### config.mk
export PLATFORM = sky130hd
export DESIGN_NAME = imem_loader
export DESIGN_NICKNAME = d
export VERILOG_FILES = /design/src/rtl/imem_loader.sv
export SDC_FILE = /design/constraint.sdc
export NUM_CORES = 1
export LEC_CHECK = 0
export BUFFER_PORTS_ARGS = -buffer_cell sky130_fd_sc_hd__buf_2
export CAP_MARGIN = 0
export CORE_AREA = 3 3 129 131
export DETAILED_ROUTE_END_ITERATION = 12
export DIE_AREA = 0 0 132 134
export GPL_TIMING_DRIVEN = 0
export PLACE_DENSITY = 0.45
export SLEW_MARGIN = 20
export SYNTH_ARGS = -nofsm -noshare
export SYNTH_HDL_FRONTEND = slang
export SYNTH_SLANG_ARGS = --single-unit
### constraint.sdc
create_clock -name Clk -period 3.6 [get_ports Clk]
set_clock_uncertainty 0.05 [all_clocks]
set_input_delay 0.9 -clock Clk [delete_from_list [all_inputs] [get_ports Clk]]
set_output_delay 0.9 -clock Clk [all_outputs]
set_load 0.05 [all_outputs]
### src/rtl/imem_loader.sv
// Boot loader: streams a length-prefixed byte image into instruction memory as
// big-endian 32-bit words and holds the CPU in reset until the image is in place.
module imem_loader #(
  parameter logic [31:0] BASE_ADDR = 32'h3000,
  parameter int          DEPTH     = 1024
) (
  input  logic        Clk,
  input  logic        Rst,
  input  logic        Start,
  input  logic [7:0]  ByteIn,
  input  logic        ByteValid,
  output logic        ByteReady,
  output logic        WrEn,
  output logic [31:0] WrAddr,
  output logic [31:0] WrData,
  output logic        CpuRst,
  output logic        Done,
  output logic        Error
);

  localparam logic [2:0] IDLE   = 3'd0;
  localparam logic [2:0] LEN_HI = 3'd1;
  localparam logic [2:0] LEN_LO = 3'd2;
  localparam logic [2:0] DATA   = 3'd3;
  localparam logic [2:0] WRITE  = 3'd4;
  localparam logic [2:0] DONE   = 3'd5;
  localparam logic [2:0] ERR    = 3'd6;

  localparam logic [15:0] DEPTH_W = 16'(DEPTH);

  logic [2:0]  state, state_nxt;
  logic [15:0] n;
  logic [15:0] len;
  logic [10:0] widx;
  logic [10:0] widx_inc;
  logic [1:0]  bidx;
  logic        accept;

  assign accept   = ByteReady & ByteValid;
  assign len      = {n[15:8], ByteIn};
  assign widx_inc = widx + 11'd1;

  always_comb begin
    state_nxt = state;
    case (state)
      IDLE, DONE, ERR: if (Start) state_nxt = LEN_HI;
      LEN_HI: if (accept) state_nxt = LEN_LO;
      LEN_LO: begin
        if (accept) begin
          if (len == 16'd0)        state_nxt = DONE;
          else if (len > DEPTH_W)  state_nxt = ERR;
          else                     state_nxt = DATA;
        end
      end
      DATA:  if (accept && bidx == 2'd3) state_nxt = WRITE;
      WRITE: state_nxt = ({5'd0, widx_inc} == n) ? DONE : DATA;
      default: state_nxt = IDLE;
    endcase
  end

  // ByteReady and WrEn follow the next state so no byte is taken during WRITE;
  // status outputs follow the current state, giving Done one cycle after DONE.
  always_ff @(posedge Clk or posedge Rst) begin
    if (Rst) begin
      state     <= IDLE;
      ByteReady <= 1'b0;
      WrEn      <= 1'b0;
      WrAddr    <= BASE_ADDR;
      WrData    <= 32'd0;
      CpuRst    <= 1'b1;
      Done      <= 1'b0;
      Error     <= 1'b0;
      n         <= 16'd0;
      widx      <= 11'd0;
      bidx      <= 2'd0;
    end else begin
      state     <= state_nxt;
      ByteReady <= (state_nxt == LEN_HI) || (state_nxt == LEN_LO) || (state_nxt == DATA);
      WrEn      <= (state_nxt == WRITE);
      CpuRst    <= (state != DONE);
      Done      <= (state == DONE);
      Error     <= (state == ERR);

      case (state)
        LEN_HI: if (accept) n[15:8] <= ByteIn;
        LEN_LO: begin
          if (accept) begin
            n[7:0] <= ByteIn;
            widx   <= 11'd0;
            bidx   <= 2'd0;
          end
        end
        DATA: begin
          if (accept) begin
            case (bidx)
              2'd0: WrData[31:24] <= ByteIn;
              2'd1: WrData[23:16] <= ByteIn;
              2'd2: WrData[15:8]  <= ByteIn;
              default: WrData[7:0] <= ByteIn;
            endcase
            bidx <= bidx + 2'd1;
            if (bidx == 2'd3) WrAddr <= BASE_ADDR + {19'd0, widx, 2'b00};
          end
        end
        WRITE: begin
          widx <= widx_inc;
          bidx <= 2'd0;
        end
        default: ;
      endcase
    end
  end

endmodule

==> impl_metrics.env, run 1 <==
export IMPL_run_status="complete, no violations"
export IMPL_finalWirelength_um=9340
export IMPL_crit_arrival_ns=2.83
export IMPL_maxSlewHeadroom_pct=47.8
export IMPL_initial_utilization_pct=24.5
export IMPL_diodes=0
export IMPL_clkSinkCount=81
export IMPL_ys_flop_type="dfrtp_1"
export IMPL_yosysSeqAreaShare_pct=52.7
export IMPL_place_gp_congestion=0.826
export IMPL_grt_first_pass_wirelength_um=15400
export IMPL_period_needed_ns=2.60
export IMPL_num_vias=2739
export IMPL_row_count=46
export IMPL_holdBufCountCts=0
export IMPL_syn_to_final_growth_pct=26.1
export IMPL_final_common_cell="dfrtp_1"
export IMPL_rsz0062_at_grt="false"
export IMPL_dr_pass1_iters=4
export IMPL_setup_violations=0
export IMPL_critPathRequiredTime_ns=3.83
export IMPL_max_freq_mhz=384
export IMPL_drtAntennaViolNets=0
export IMPL_startpoint_type="register"
export IMPL_grt_pass1_vias=2899
export IMPL_slew_violations=0
export IMPL_cts_setup_buffers=0
export IMPL_cts_tree="done"
export IMPL_grt_overflow=0
export IMPL_fin_util_pct=30.9
export IMPL_cts_root_buf="clkbuf_16"
export IMPL_die_height_um=134
export IMPL_p_leak_nw=2.36
export IMPL_syn_inst=339
export IMPL_n_fill_cell=1650
export IMPL_wl_per_cell_um=14.4
export IMPL_grt_max_degree=47
export IMPL_nets=448
export IMPL_pin_count=81
export IMPL_fin_cells=650
export IMPL_end_kind="register"
export IMPL_layout_common_cells="dfrtp_1 (79), buf_2 (66), mux2_2 (51)"
export IMPL_syn_avg_cell_area_sq_um=11.4
export IMPL_synthArstFlopShare_pct=100
export IMPL_peakVddDrop_mv=0.439
export IMPL_die_x_um=132
export IMPL_io_buffers=61
export IMPL_p_per_area_nw_per_um2=942
export IMPL_cts_inserted_buffers=9
export IMPL_synthesis_area_sq_um=3850
export IMPL_max_cap_violations=0
export IMPL_synth_cell_types=43
export IMPL_worstSkewPairLatency_ns=0.34
export IMPL_worst_slew_pin_slew_ns=0.777
export IMPL_antenna_found_initial=0
export IMPL_hpwlAfterDp_um=6660
export IMPL_hold_viol_final=0
export IMPL_drt_iter0_markers=141
export IMPL_synth_edff_count=0
export IMPL_post_route_period_util_pct=72.3
export IMPL_clk_pin_slew_ns=0.06
export IMPL_die_area_sq_um=17700
export IMPL_critPathKind="reg2reg"
export IMPL_drive_gt1_share_pct=36.6
export IMPL_hp_class="reg2reg"
export IMPL_ys_ff_latch=81
export IMPL_viasPerCell=4.21
export IMPL_grt_usage_pct=11.0
export IMPL_clk_path_buf_depth=2
export IMPL_coreArea_sq_um=15700
export IMPL_cts_resized_gates=0
export IMPL_critPathMaxFanout=7
export IMPL_dp_cells=635
export IMPL_drc_errors=0
export IMPL_worst_hold_slack_ns=0.436
export IMPL_htreeDepth=3
export IMPL_synth_warnings=0
-- sequential cells by signal, summed over array words and instances (netlist names) --
signal / count
WrData: 32
n: 16
WrAddr: 12
widx: 11
state: 3
bidx: 2
ByteReady: 1
CpuRst: 1
Done: 1
Error: 1
WrEn: 1
-- synthesized netlist by cell type (2+ instances only) --
master | n | area share (%)
nor4_1 | 2 | 0.32
nand4_1 | 2 | 0.32
inv_1 | 8 | 0.78
or3_1 | 2 | 0.32
clkbuf_1 | 8 | 0.78
buf_4 | 20 | 3.9
xnor2_1 | 10 | 2.3
nand3b_1 | 3 | 0.58
nor2b_1 | 4 | 0.65
nand2b_1 | 3 | 0.49
nand3_1 | 8 | 1.0
ha_1 | 6 | 1.9
buf_2 | 5 | 0.65
mux2_2 | 51 | 15
o21ai_0 | 19 | 2.5
nor3b_1 | 7 | 1.4
o211ai_1 | 3 | 0.58
a31oi_1 | 3 | 0.49
or4_1 | 2 | 0.39
nor3_1 | 5 | 0.65
mux2i_1 | 3 | 0.78
dfstp_2 | 2 | 1.4
xor2_1 | 4 | 0.91
dfrtp_1 | 79 | 51
nor2_1 | 14 | 1.4
nand2_1 | 42 | 4.1
o31ai_1 | 5 | 0.98
a21oi_1 | 4 | 0.52
-- area by class of cell --
class / instances / area [sq um] / share of cell area, %
Clock buffer: 10 / 229 / 4.72
Clock inverter: 5 / 104 / 2.14
Tap cell: 216 / 270 / 5.57
Buffer: 33 / 205 / 4.23
Multi-Input combinational cell: 235 / 1650 / 34.0
Inverter: 8 / 32.5 / 0.670
Sequential cell: 81 / 2030 / 41.8
Timing Repair Buffer: 62 / 333 / 6.85
-- metal layers --
layer  global-route usage, %  wire length [um]  part of all wire, %  vias up
met1                    14.2              4470                   48     1333
met3                    4.73               639                  6.8        9
met2                    17.0              4140                   44       76
met4                    2.63                82                 0.88        0
met5                       0                 0                    0        -
li1                        -                 -                    -     1321
-- power by group --
part	total [mW]	internal [mW]	switching, mW	leakage, nW
Combinational	2.00	0.648	1.35	1.15
Sequential	1.53	1.28	0.258	1.05
Clock	1.04	0.675	0.365	0.163
-- final timing paths --
check	from	end	slack [ns]	cells past startpoint
max in group asynchronous	Rst	WrAddr[13]	2.31	3
worst min-delay path	WrAddr[13]	WrAddr[13]	0.44	2
min in group asynchronous	Rst	WrData[16]	0.54	2
worst min register to register	WrAddr[13]	WrAddr[13]	0.44	2
worst max register to register	widx[0]	state[2]	1.0	7
worst max-delay path	widx[0]	state[2]	1.0	7
-- metrics by stage --
step | setup TNS (ns) | instance area [sq um] | setup slack (ns) | power [mW]
floorplan | 0 | 3920 | 0.573 | 3.08
global placement | -34.44 | 4490 | -0.444 | 3.52
detailed placement | 0 | 4520 | 0.669 | 3.57
CTS | 0 | 4860 | 1.01 | 4.63
global route | 0 | 4860 | 0.858 | 4.87
finish | 0 | 4860 | 0.998 | 4.58
-- logic make-up after synthesis --
group / synth area share, %
other cells: 0.0974
simple gates: 13.2
xor+xnor: 3.18
buf+inv: 6.11
mux: 15.7
compound gates: 6.76
flops: 52.7
fa+ha+maj: 2.21
-- worst max-delay path: stages (launching register included) --
cell       delay (ns)
dfrtp_1          0.44
ha_1             0.35
nand3_1          0.21
or3_1            0.41
a2111oi_2        0.36
o2111ai_1        0.19
or4_1            0.45
nand3b_1         0.10
Note: power is estimated with default switching activity, not from simulation.
==> run 2, diff against run 1 <==
--- a/config.mk
+++ b/config.mk
@@ -5,13 +5,14 @@
 export SDC_FILE = /design/constraint.sdc
 export NUM_CORES = 1
 export LEC_CHECK = 0
+export ABC_AREA = 1
 export BUFFER_PORTS_ARGS = -buffer_cell sky130_fd_sc_hd__buf_2
 export CAP_MARGIN = 0
-export CORE_AREA = 3 3 129 131
+export CORE_AREA = 3 3 128 130
 export DETAILED_ROUTE_END_ITERATION = 12
-export DIE_AREA = 0 0 132 134
+export DIE_AREA = 0 0 131 133
 export GPL_TIMING_DRIVEN = 0
-export PLACE_DENSITY = 0.45
+export PLACE_DENSITY = 0.47
 export SLEW_MARGIN = 20
 export SYNTH_ARGS = -nofsm -noshare
 export SYNTH_HDL_FRONTEND = slang
==> constraint.sdc (replaced) <==
create_clock -name Clk -period 2.1 [get_ports Clk]
set_clock_uncertainty 0.05 [all_clocks]
set_input_delay 0.525 -clock Clk [delete_from_list [all_inputs] [get_ports Clk]]
set_output_delay 0.525 -clock Clk [all_outputs]
set_load 0.05 [all_outputs]
==> impl_metrics.env, run 2 <==
export IMPL_drc_errors=0
export IMPL_p_leak_nw=2.51
export IMPL_syn_to_final_growth_pct=28.3
export IMPL_nets=570
export IMPL_syn_inst=457
export IMPL_viasPerCell=4.15
export IMPL_finalWirelength_um=9770
export IMPL_htreeDepth=3
export IMPL_cp_cell_sequence="ha_4 > inv_1 > nand2_1 > nand2_1 > a21oi_2 > nand2_1 > nor2_2 > nand4_1 > nor2_2 > nand3_1 > nand2_2 > inv_2 > nand2_1 > inv_1"
export IMPL_peakVddDrop_mv=0.961
export IMPL_critPathKind="reg2reg"
export IMPL_diodes=0
export IMPL_cts_inserted_buffers=9
export IMPL_drt_iter0_markers=156
export IMPL_biggestRegsByFlops="WrData (32), n (16), WrAddr (12)"
export IMPL_place_gp_congestion=0.792
export IMPL_drtAntennaViolNets=0
export IMPL_grt_usage_pct=12.2
export IMPL_max_cap_violations=0
export IMPL_critPathRequiredTime_ns=2.28
export IMPL_yosys_top_cells_area="dfrtp_1 (52%), nand2_1 (13%), o21ai_0 (7.9%)"
export IMPL_pin_count=81
export IMPL_worst_hold_slack_ns=0.105
export IMPL_die_x_um=131
export IMPL_drive_gt1_share_pct=22.8
export IMPL_die_height_um=133
export IMPL_setup_violations=0
export IMPL_ys_ff_latch=81
export IMPL_hp_class="in2async"
export IMPL_startpoint_type="register"
export IMPL_power_total_mw=7.17
export IMPL_netlist_top_cells_count="nand2_1 (134), dfrtp_1 (79), o21ai_0 (60)"
export IMPL_max_freq_mhz=519
export IMPL_cts_root_buf="clkbuf_16"
export IMPL_n_fill_cell=1667
export IMPL_p_per_area_nw_per_um2=1470
export IMPL_post_route_period_util_pct=91.8
export IMPL_critPathMaxFanout=6
export IMPL_post_synth_top_count_cell="nand2_1"
export IMPL_period_needed_ns=1.93
export IMPL_clk_path_buf_depth=2
export IMPL_antenna_found_initial=0
export IMPL_hold_viol_final=0
export IMPL_synthDominantCellAreaShare_pct=52.1
export IMPL_cts_tree="done"
export IMPL_top_register="WrData"
export IMPL_fin_util_pct=31.9
export IMPL_crit_path_max_incr_delay_ns=0.46
export IMPL_wl_per_cell_um=12.7
export IMPL_yosysSeqAreaShare_pct=53.5
export IMPL_coreArea_sq_um=15300
export IMPL_synth_top_cell_by_area="dfrtp_1"
export IMPL_grt_overflow=0
export IMPL_slew_violations=0
export IMPL_rsz0062_at_grt="false"
export IMPL_ys_flop_type="dfrtp_1"
export IMPL_crit_arrival_ns=2.11
export IMPL_row_count=45
export IMPL_synth_cell_types=27
export IMPL_layout_common_cells="nand2_1 (133), dfrtp_1 (78), buf_2 (62)"
export IMPL_grt_max_degree=28
export IMPL_run_status="complete, no violations"
export IMPL_worstSkewPairLatency_ns=0.34
export IMPL_synth_edff_count=0
export IMPL_clkSinkCount=81
export IMPL_worst_path_most_repeated_cell="nand2_1"
export IMPL_synthArstFlopShare_pct=100
export IMPL_final_common_cell="nand2_1"
export IMPL_syn_avg_cell_area_sq_um=8.30
export IMPL_hpwlAfterDp_um=7250
export IMPL_clk_pin_slew_ns=0.07
export IMPL_synth_warnings=0
export IMPL_end_kind="register"
export IMPL_dr_pass1_iters=4
export IMPL_io_buffers=61
export IMPL_largest_reg_flops=32
export IMPL_num_vias=3184
export IMPL_grt_pass1_vias=3370
export IMPL_synthesis_area_sq_um=3790
export IMPL_cp_slowest_cell="dfrtp_2"
export IMPL_die_area_sq_um=17400
export IMPL_grt_first_pass_wirelength_um=16600
export IMPL_initial_utilization_pct=24.9
-- run 2: through the flow --
| step | cell area, sq um | instances | setup WS, ns | TNS, ns |
|---|---|---|---|---|
| detailed placement | 4500 | 750 | 0.0240 | 0 |
| global placement | 4430 | 747 | -0.0287 | -1.59 |
| global route | 4870 | 768 | 0.00156 | 0 |
| floorplan | 3860 | 475 | 0.351 | 0 |
| finish | 4870 | 768 | 0.172 | 0 |
| CTS | 4830 | 766 | 0.0191 | 0 |
-- run 2: area by class of cell --
type | count | area [sq um] | area share, %
flip-flops and latches | 81 | 2030 | 41.7
multi-input cells | 311 | 1470 | 30.1
repair buffers | 66 | 388 | 7.97
well taps | 211 | 264 | 5.42
clock buffers | 9 | 225 | 4.63
inverters | 55 | 210 | 4.32
plain buffers | 28 | 181 | 3.73
clock inverters | 7 | 101 | 2.08
-- run 2: logic make-up after synthesis --
logic type / share of synthesized area [%]
DFF: 53.5
other: 0.0988
and+or+nand+nor: 22.7
buffers and inverters: 10.2
AOI/OAI and AO/OA: 11.0
xor gates and xnor gates: 0.462
adders and majority gates: 1.98
-- run 2: path summary, 6_finish.rpt --
kind | from | endpoint | slack (ns) | cells after the start
min reg2reg | WrAddr[2] | WrAddr[2] | 0.43 | 2
max in group asynchronous | Rst | WrAddr[13] | 0.98 | 5
max reg2reg | widx[0] | ByteReady | 0.17 | 14
min | Rst | WrData[24] | 0.10 | 2
max | widx[0] | ByteReady | 0.17 | 14
min in group Clk | WrAddr[2] | WrAddr[2] | 0.43 | 2
-- run 2: routing by layer --
metal  share of wire [%]  track usage, %  routed length, um
met3                 6.6            4.52                643
met5                   0               0                  0
met2                  44            18.3               4250
met1                  48            16.1               4700
met4                 1.8            3.89                174
-- run 2: what timing repair did --
action,CTS,global route
endpoints found under the hold margin,0,0
gates resized for setup,0,7
setup buffers,0,2
setup endpoints to repair,0,2
hold buffers,0,0
-- run 2: worst max-delay path, delay by kind of cell, from the launching register on --
family / cells / cell delay [ns]
adders and majority gates: 1 / 0.29
and+or+nand+nor: 9 / 0.81
AOI/OAI and AO/OA: 1 / 0.09
buffers and inverters: 3 / 0.12
DFF: 1 / 0.46
-- run 2: power breakdown --
group | internal [mW] | total (mW) | switching (mW)
Combinational | 0.787 | 2.90 | 2.11
Sequential | 2.10 | 2.55 | 0.446
Clock | 1.06 | 1.73 | 0.672
